## src/rtl/ptt_stream_decoder_pkg.sv

```systemverilog
// Shared types, constants and the PTT->EBCDIC translation table for the
// streaming PTT decoder.
package ptt_stream_decoder_pkg;

    localparam int unsigned PTT_W = 6;
    localparam int unsigned EBC_W = 8;

    // PTT codes with fixed meaning
    localparam logic [PTT_W-1:0] PTT_UPSHIFT   = 6'o34;
    localparam logic [PTT_W-1:0] PTT_DOWNSHIFT = 6'o37;
    localparam logic [PTT_W-1:0] PTT_ZERO      = 6'o12;
    localparam logic [PTT_W-1:0] PTT_SPACE     = 6'o20;
    localparam logic [PTT_W-1:0] PTT_NL        = 6'o55;

    // EBCDIC constants
    localparam logic [EBC_W-1:0] E_NL  = 8'h15;
    localparam logic [EBC_W-1:0] E_SP  = 8'h40;
    localparam logic [EBC_W-1:0] E_SUB = 8'h3F;

    typedef enum logic [1:0] {
        CS_TRACK  = 2'b00,
        CS_LOWER  = 2'b01,
        CS_UPPER  = 2'b10,
        CS_TRACK2 = 2'b11
    } case_sel_e;

    typedef enum logic {
        ST_LOWER = 1'b0,
        ST_UPPER = 1'b1
    } shift_state_e;

    // Lookup request carried down the pipeline
    typedef struct packed {
        logic             upper;
        logic [PTT_W-1:0] code;
    } lut_req_t;

    // Translation table; 0 marks an unmapped code.
    // Digits and punctuation are case-independent, letters use the
    // lower (8x/9x/Ax) or upper (Cx/Dx/Ex) EBCDIC zones.
    function automatic logic [EBC_W-1:0] ptt_to_ebcdic(input logic upper,
                                                      input logic [PTT_W-1:0] code);
        logic [EBC_W-1:0] r;
        r = '0;
        if (code >= 6'o01 && code <= 6'o11)      r = 8'hF0 + EBC_W'(code);
        else if (code == PTT_ZERO)               r = 8'hF0;
        else if (code == PTT_SPACE)              r = E_SP;
        else if (code == PTT_NL)                 r = E_NL;
        else if (code >= 6'o22 && code <= 6'o31) r = (upper ? 8'hE0 : 8'hA0) + EBC_W'(code - 6'o20);
        else if (code >= 6'o41 && code <= 6'o51) r = (upper ? 8'hD0 : 8'h90) + EBC_W'(code - 6'o40);
        else if (code >= 6'o61 && code <= 6'o71) r = (upper ? 8'hC0 : 8'h80) + EBC_W'(code - 6'o60);
        return r;
    endfunction

endpackage

```

## src/rtl/ptt_stream_decoder_if.sv

```systemverilog
// Handshake bundle of the PTT decoder: code input side, byte output side
// and status. slave = decoder view, master = driver/monitor view.
interface ptt_stream_decoder_if;
    import ptt_stream_decoder_pkg::*;

    logic             i_valid;
    logic             o_ready;
    logic [PTT_W-1:0] i_ptt;
    logic [1:0]       i_case_sel;
    logic             o_valid;
    logic             i_ready;
    logic [EBC_W-1:0] o_data;
    logic             o_upper;
    logic [7:0]       o_err_count;

    modport slave (
        input  i_valid, i_ptt, i_case_sel, i_ready,
        output o_ready, o_valid, o_data, o_upper, o_err_count
    );

    modport master (
        output i_valid, i_ptt, i_case_sel, i_ready,
        input  o_ready, o_valid, o_data, o_upper, o_err_count
    );

endinterface

```

## src/rtl/ptt_stream_decoder_ebcdic_lut.sv

```systemverilog
// LAT-stage lookup pipeline. The {upper, code} request and its valid bit
// are registered LAT times; the table is read from the last stage register,
// so the translated byte appears LAT cycles after the request is presented.
// Ports: i_clk, i_reset_n; i_valid/i_req request in;
//        o_valid, o_invalid_c (unmapped code), o_data_c (translated byte).
module ptt_ebcdic_lut
    import ptt_stream_decoder_pkg::*;
#(
    parameter int unsigned LAT = 2
) (
    input  logic             i_clk,
    input  logic             i_reset_n,
    input  logic             i_valid,
    input  lut_req_t         i_req,
    output logic             o_valid,
    output logic             o_invalid_c,
    output logic [EBC_W-1:0] o_data_c
);

    logic [LAT-1:0] vld_q;
    lut_req_t       req_q [LAT];
    logic [EBC_W-1:0] data_c;

    // Pipeline shift register
    always_ff @(posedge i_clk or negedge i_reset_n) begin
        if (!i_reset_n) begin
            vld_q <= '0;
            for (int unsigned i = 0; i < LAT; i++) req_q[i] <= '0;
        end else begin
            vld_q[0] <= i_valid;
            req_q[0] <= i_req;
            for (int unsigned i = 1; i < LAT; i++) begin
                vld_q[i] <= vld_q[i-1];
                req_q[i] <= req_q[i-1];
            end
        end
    end

    assign data_c      = ptt_to_ebcdic(req_q[LAT-1].upper, req_q[LAT-1].code);
    assign o_valid     = vld_q[LAT-1];
    assign o_invalid_c = (data_c == '0);
    assign o_data_c    = data_c;

endmodule

```

## src/rtl/ptt_stream_decoder.sv

```systemverilog
// Streaming PTT -> EBCDIC decoder. Tracks shift state from in-band
// UPSHIFT/DOWNSHIFT codes, translates through a pipelined table and
// buffers bytes in an output FIFO with valid/ready on both sides.
// Ports: i_clk, i_reset_n (async, active low);
//        bus.slave: i_valid/o_ready/i_ptt/i_case_sel code input,
//                   o_valid/i_ready/o_data byte output,
//                   o_upper shift state, o_err_count unmapped-code count.
module ptt_stream_decoder
    import ptt_stream_decoder_pkg::*;
#(
    parameter int unsigned      LAT          = 2,
    parameter int unsigned      DEPTH        = 8,
    parameter logic [PTT_W-1:0] UPSHIFT      = PTT_UPSHIFT,
    parameter logic [PTT_W-1:0] DOWNSHIFT    = PTT_DOWNSHIFT,
    parameter logic             RESET_UC     = 1'b0,
    parameter logic             DROP_INVALID = 1'b0,
    parameter logic [EBC_W-1:0] SUB_CHAR     = E_SUB
) (
    input  logic                 i_clk,
    input  logic                 i_reset_n,
    ptt_stream_decoder_if.slave  bus
);

    localparam int unsigned PTR_W = $clog2(DEPTH);
    localparam int unsigned CNT_W = PTR_W + 1;
    localparam int unsigned SUM_W = CNT_W + 1;
    localparam shift_state_e RESET_ST = RESET_UC ? ST_UPPER : ST_LOWER;

    shift_state_e     state_q, state_d;
    logic             ready_q, ready_d;
    logic [CNT_W-1:0] count_q, count_d;
    logic [CNT_W-1:0] inflight_q, inflight_d;
    logic [7:0]       err_q, err_d;
    logic [PTR_W-1:0] wr_ptr_q, rd_ptr_q;
    logic [EBC_W-1:0] mem_q [DEPTH];

    logic             accept_c, is_up_c, is_dn_c, lut_in_c, case_upper_c;
    logic             lut_vld_c, lut_inv_c, push_c, pop_c;
    logic [EBC_W-1:0] lut_data_c, push_data_c;
    lut_req_t         lut_req_c;

    assign accept_c = bus.i_valid & ready_q;
    assign is_up_c  = (bus.i_ptt == UPSHIFT);
    assign is_dn_c  = (bus.i_ptt == DOWNSHIFT);
    // Shift codes are consumed here and never occupy a pipeline slot
    assign lut_in_c = accept_c & ~is_up_c & ~is_dn_c;

    // Lookup case: forced by i_case_sel or taken from the shift FSM
    always_comb begin
        case_upper_c = (state_q == ST_UPPER);
        case (case_sel_e'(bus.i_case_sel))
            CS_LOWER: case_upper_c = 1'b0;
            CS_UPPER: case_upper_c = 1'b1;
            default:  case_upper_c = (state_q == ST_UPPER);
        endcase
    end

    assign lut_req_c = '{upper: case_upper_c, code: bus.i_ptt};

    ptt_ebcdic_lut #(.LAT(LAT)) u_lut (
        .i_clk       (i_clk),
        .i_reset_n   (i_reset_n),
        .i_valid     (lut_in_c),
        .i_req       (lut_req_c),
        .o_valid     (lut_vld_c),
        .o_invalid_c (lut_inv_c),
        .o_data_c    (lut_data_c)
    );

    assign push_c      = lut_vld_c & ~(lut_inv_c & DROP_INVALID);
    assign push_data_c = lut_inv_c ? SUB_CHAR : lut_data_c;
    assign pop_c       = (count_q != '0) & bus.i_ready;

    // Shift FSM, counters and ready reservation
    always_comb begin
        state_d    = state_q;
        err_d      = err_q;
        count_d    = count_q + CNT_W'(push_c) - CNT_W'(pop_c);
        inflight_d = inflight_q + CNT_W'(lut_in_c) - CNT_W'(lut_vld_c);
        if (accept_c && is_up_c)      state_d = ST_UPPER;
        else if (accept_c && is_dn_c) state_d = ST_LOWER;
        if (lut_vld_c && lut_inv_c && err_q != 8'hFF) err_d = err_q + 8'd1;
        // Every code in the pipeline already owns a FIFO slot
        ready_d = (SUM_W'(count_d) + SUM_W'(inflight_d)) < SUM_W'(DEPTH);
    end

    always_ff @(posedge i_clk or negedge i_reset_n) begin
        if (!i_reset_n) begin
            state_q    <= RESET_ST;
            ready_q    <= 1'b0;
            count_q    <= '0;
            inflight_q <= '0;
            err_q      <= '0;
        end else begin
            state_q    <= state_d;
            ready_q    <= ready_d;
            count_q    <= count_d;
            inflight_q <= inflight_d;
            err_q      <= err_d;
        end
    end

    // Output FIFO storage and pointers
    always_ff @(posedge i_clk or negedge i_reset_n) begin
        if (!i_reset_n) begin
            wr_ptr_q <= '0;
            rd_ptr_q <= '0;
            for (int unsigned i = 0; i < DEPTH; i++) mem_q[i] <= '0;
        end else begin
            if (push_c) begin
                mem_q[wr_ptr_q] <= push_data_c;
                wr_ptr_q        <= wr_ptr_q + PTR_W'(1);
            end
            if (pop_c) rd_ptr_q <= rd_ptr_q + PTR_W'(1);
        end
    end

    assign bus.o_ready     = ready_q;
    assign bus.o_valid     = (count_q != '0);
    assign bus.o_data      = mem_q[rd_ptr_q];
    assign bus.o_upper     = (state_q == ST_UPPER);
    assign bus.o_err_count = err_q;

endmodule
```

## src/flat_wrapper.sv

```systemverilog
// flat-port wrapper written by rule: the top's interface ports become plain ports
module ptt_stream_decoder_flat import ptt_stream_decoder_pkg::*;
#(
    parameter int unsigned      LAT          = 2,
    parameter int unsigned      DEPTH        = 8,
    parameter logic [PTT_W-1:0] UPSHIFT      = PTT_UPSHIFT,
    parameter logic [PTT_W-1:0] DOWNSHIFT    = PTT_DOWNSHIFT,
    parameter logic             RESET_UC     = 1'b0,
    parameter logic             DROP_INVALID = 1'b0,
    parameter logic [EBC_W-1:0] SUB_CHAR     = E_SUB
)
  (i_clk, i_reset_n, bus_i_valid, bus_i_ptt, bus_i_case_sel, bus_i_ready, bus_o_ready, bus_o_valid, bus_o_data, bus_o_upper, bus_o_err_count);
  ptt_stream_decoder_if bus_i ();
  input  logic i_clk;
  input  logic i_reset_n;
  input wire logic [$bits(bus_i.i_valid)-1:0] bus_i_valid;
  input wire logic [$bits(bus_i.i_ptt)-1:0] bus_i_ptt;
  input wire logic [$bits(bus_i.i_case_sel)-1:0] bus_i_case_sel;
  input wire logic [$bits(bus_i.i_ready)-1:0] bus_i_ready;
  output wire logic [$bits(bus_i.o_ready)-1:0] bus_o_ready;
  output wire logic [$bits(bus_i.o_valid)-1:0] bus_o_valid;
  output wire logic [$bits(bus_i.o_data)-1:0] bus_o_data;
  output wire logic [$bits(bus_i.o_upper)-1:0] bus_o_upper;
  output wire logic [$bits(bus_i.o_err_count)-1:0] bus_o_err_count;
  assign bus_i.i_valid = bus_i_valid;
  assign bus_i.i_ptt = bus_i_ptt;
  assign bus_i.i_case_sel = bus_i_case_sel;
  assign bus_i.i_ready = bus_i_ready;
  assign bus_o_ready = bus_i.o_ready;
  assign bus_o_valid = bus_i.o_valid;
  assign bus_o_data = bus_i.o_data;
  assign bus_o_upper = bus_i.o_upper;
  assign bus_o_err_count = bus_i.o_err_count;
  ptt_stream_decoder #(.LAT(LAT), .DEPTH(DEPTH), .UPSHIFT(UPSHIFT), .DOWNSHIFT(DOWNSHIFT), .RESET_UC(RESET_UC), .DROP_INVALID(DROP_INVALID), .SUB_CHAR(SUB_CHAR)) u_core (.i_clk(i_clk), .i_reset_n(i_reset_n), .bus(bus_i));
endmodule
```

## config.mk

```make
export PLATFORM = sky130hd
export DESIGN_NAME = ptt_stream_decoder_flat
export DESIGN_NICKNAME = d
export VERILOG_FILES = /design/src/rtl/ptt_stream_decoder_pkg.sv /design/src/rtl/ptt_stream_decoder_if.sv /design/src/rtl/ptt_stream_decoder_ebcdic_lut.sv /design/src/rtl/ptt_stream_decoder.sv /design/src/flat_wrapper.sv
export SDC_FILE = /design/constraint.sdc
export NUM_CORES = 1
export LEC_CHECK = 0
export CORE_MARGIN = 2
export CORE_UTILIZATION = 29
export CTS_CLUSTER_SIZE = 25
export DETAILED_ROUTE_END_ITERATION = 8
export PLACE_DENSITY = 0.47
export SYNTH_ARGS = -nofsm -noshare
export SYNTH_HDL_FRONTEND = slang
export SYNTH_SLANG_ARGS = --single-unit
```

## constraint.sdc

```tcl
create_clock -name i_clk -period 2.7 [get_ports i_clk]
set_clock_uncertainty 0.15 [all_clocks]
set_input_delay 0.27 -clock i_clk [delete_from_list [all_inputs] [get_ports i_clk]]
set_output_delay 0.27 -clock i_clk [all_outputs]
set_load 0.02 [all_outputs]
```

==> run_results.csv <==
group,metric,value,unit
detailed_routing,num_vias,3895,
critical_path,crit_path_end_kind,"flip-flop",
clock_network,clockRootBuffer,"clkbuf_16",
critical_path,r2r_start,"u_core.u_lut.req_q[2]",
critical_path,reg2reg_depth,9,
detailed_routing,drt_wl_total,12.55,mm
critical_path,slowest_delay,0.41,ns
detailed_routing,wl_met2,6.146,mm
critical_path,crit_top_cell,"or3_4",
layout,mostFrequentLayoutCells,"dfrtp_1 (101), buf_4 (71), nand2_1 (41)",
yosys,async_flop_share,100.0,%
critical_path,arrival,2.95,ns
detailed_routing,vias_per_cell,4.803,
sta,hold_slack,0.1983,ns
layout,synthToLayoutAreaGrowth,36.80,%
critical_path,worstSetupStartpointType,"flip-flop",
sta,tightest_slew,0.9582,ns
critical_path,path_class,"reg2reg",
clock_network,htree_levels,3,
floorplan,io_pins,31,
yosys,synthCells,473,
worst_hold_path,hp-class,"reg2reg",
worst_hold_path,holdPathEnd,"u_core.u_lut.req_q[4]",
sta,finalHoldViolCount,0,
layout,final_util,40.12,%
sta,fin_crit,2.901,ns
critical_path,reg2reg_slack,-0.20,ns
global_routing,overflow,0,
yosys,synth_nets,513,
layout,stdcell_count,811,
power_and_ir_drop,vdd_drop_max,0.5598,mV
critical_path,crit_required,2.75,ns
global_routing,grt_max_degree,76,
placement,io_buffers,30,
yosys,synth_edf_count,0,
sta,relSlewSlack,35.82,%
clock_network,cts.sinks,104,
yosys,ys.flop_type,"dfrtp_1",
power_and_ir_drop,power_density,1011,mW/mm2
detailed_routing,wl_per_cell,15.48,um
sta,post-route-period-util,107.4,%
critical_path,crit_chain,"or3_4 > or3_4 > and2_4 > o311a_1 > o31a_4 > and4_4 > buf_4 > a21oi_4 > o21ai_1",
sta,fmax,344.8,MHz
detailed_routing,drtPass1Iterations,4,
critical_path,r2r-end,"u_core.mem_q[18]",
clock_network,clk_pin_slew,0.07,ns
layout,layout_commonest_cell,"dfrtp_1",
layout,antenna_cells,0,
placement,dpl.hpwl,8.251,mm
run_status,violations,"setup timing",
yosys,syn_area,0.005233,mm2
detailed_routing,drtAntennaViolNets,0,
run,cap_viol_max_count,0,
global_routing,track_usage,13.51,%
placement,routabilityCongestion,0.7925,
run_status,status,"finished with violations",
detailed_routing,routed-wl-met3,479,um
floorplan,row_count,49,
clock_network,cts_made_buffers,9,
floorplan,initial_core_util,29.33,%
global_routing,grt_pass1_vias,3954,
detailed_routing,drc,0,
layout,drive_gt1_share,36.94,%
floorplan,die_h,138.3,um
critical_path,worstPathMaxFanout,8,
yosys,yosysWarnings,0,
power_and_ir_drop,p_leak,3.070,nW
placement,numPlacedInstances,767,
sta,setup_ws,-0.2006,ns
sta,rsz0062_at_grt,"true",
sta,setup_viol,57,
yosys,synth_cell_type_count,57,
floorplan,core,0.01784,mm2
clock_network,clk_latency,0.35,ns
detailed_routing,top_layer,"met4",
yosys,synth_seq_area_share,49.74,%
layout,fin_nets,618,
sta,slew_viol_final,0,
worst_hold_path,hold_start,"u_core.u_lut.req_q[11]",
global_routing,grt_pass1_wl,20.44,mm
yosys,ys_ff_latch,104,
floorplan,die_w,138.3,um
floorplan,dieArea,0.01913,mm2
critical_path,cp_slowest_cell,"or3_4",
clock_network,cts_tree,"done",
detailed_routing,drt_iter0_drc,189,
global_routing,antenna_found_initial,0,
worst_hold_path,min_path_cells,0,
clock_network,clock_path_buffers,2,
detailed_routing,wl_met1,5.686,mm
yosys,synth.avg_cell_area,11.06,um2
[cells in the mapped netlist (all sizes together), types with 4 or more instances]
| cell type | n | share of area (%) |
|---|---|---|
| a21oi | 40 | 4.7 |
| and2 | 4 | 0.53 |
| and3 | 4 | 0.48 |
| buf | 9 | 1.0 |
| clkbuf | 13 | 0.93 |
| dfrtp | 104 | 50 |
| ha | 25 | 6.0 |
| inv | 28 | 2.0 |
| mux2 | 12 | 2.7 |
| mux2i | 4 | 0.77 |
| mux4 | 16 | 6.9 |
| nand2 | 43 | 3.1 |
| nand3 | 15 | 1.4 |
| nor2 | 42 | 3.0 |
| nor2b | 4 | 0.48 |
| o211ai | 4 | 0.57 |
| o21ai | 40 | 3.8 |
| xnor2 | 16 | 2.7 |
| xor2 | 4 | 0.67 |
[per-layer routing]
metal	vias up	GRT usage (%)
li1	1870	-
met2	62	22.20
met5	-	0
met1	1946	17.74
met3	17	3.048
met4	0	4.511
[flip-flops by register name, summed over array words and instances, names as in the netlist]
name	count
u_core.inflight_q	4
u_core.rd_ptr_q	3
u_core.bus.o_err_count	8
u_core.u_lut.vld_q	2
u_core.bus.o_upper	1
u_core.mem_q	64
u_core.count_q	4
u_core.bus.o_ready	1
u_core.wr_ptr_q	3
u_core.u_lut.req_q	14
[through the flow]
step	instance area (um2)	power, mW	setup WS, ns	setup TNS (ns)
after floorplan	5303	4.455	-0.1159	-4.460
after detailed placement	6270	5.477	-0.3402	-10.20
final	7158	7.237	-0.2006	-8.314
after CTS	6872	7.137	-0.1995	-5.566
after global routing	7158	7.740	-0.2902	-13.51
after global placement	6270	5.379	-0.3570	-9.888
[cell families (layout without fill, tap and decap cells)]
family | Yosys count | in the layout | synth area share, %
flip-flops | 104 | 104 | 49.74
XOR/XNOR | 20 | 20 | 3.348
AO/OA/AOI/OAI | 107 | 107 | 13.51
adder cells (fa/ha/maj) | 28 | 28 | 7.126
buffers and inverters | 50 | 158 | 3.946
AND/OR/NAND/NOR | 132 | 133 | 12.03
multiplexers | 32 | 32 | 10.31
[worst max-delay path: cells and delay by family (launching register included)]
kind | cells | cell delay, ns
AND/OR/NAND/NOR | 4 | 1.12
flip-flops | 1 | 0.38
buffers and inverters | 1 | 0.14
AO/OA/AOI/OAI | 4 | 0.96
[where the power goes]
group / total (mW) / leakage, nW / internal [mW] / switching (mW)
sequential: 2.51 / 1.31 / 2.14 / 0.377
clock: 1.33 / 0.144 / 0.766 / 0.568
combinational: 3.39 / 1.62 / 1.78 / 1.60
[cell type report]
cell class / instances / area (um2)
Sequential cell: 104 / 2606
Inverter: 28 / 110.1
Clock inverter: 4 / 53.80
Multi-Input combinational cell: 320 / 2789
Fill cell: 1690 / 10680
Timing Repair Buffer: 115 / 1060
Clock buffer: 11 / 252.7
Tap cell: 229 / 286.5
[worst max path at each step]
stage / slack, ns / depth (start not counted) / endpoint / from
global route: -0.29 / 13 / u_core.mem_q[40] / u_core.u_lut.req_q[4]
floorplan: -0.12 / 9 / u_core.mem_q[0] / u_core.u_lut.req_q[0]
finish: -0.20 / 9 / u_core.mem_q[18] / u_core.u_lut.req_q[2]
global placement: -0.36 / 11 / u_core.bus.o_err_count[1] / u_core.u_lut.req_q[4]
detailed placement: -0.34 / 11 / u_core.bus.o_err_count[1] / u_core.u_lut.req_q[4]
CTS: -0.20 / 11 / u_core.mem_q[25] / u_core.u_lut.req_q[4]
[timing repair]
item,4_1_cts,5_1_grt
gates cloned,1,0
hold buffers,1,0
pin swaps,28,18
hold endpoints to repair,29,0
setup buffers,15,12
gates resized for setup,48,37
setup endpoints to repair,65,70
Note: power is estimated with default switching activity, not from simulation.
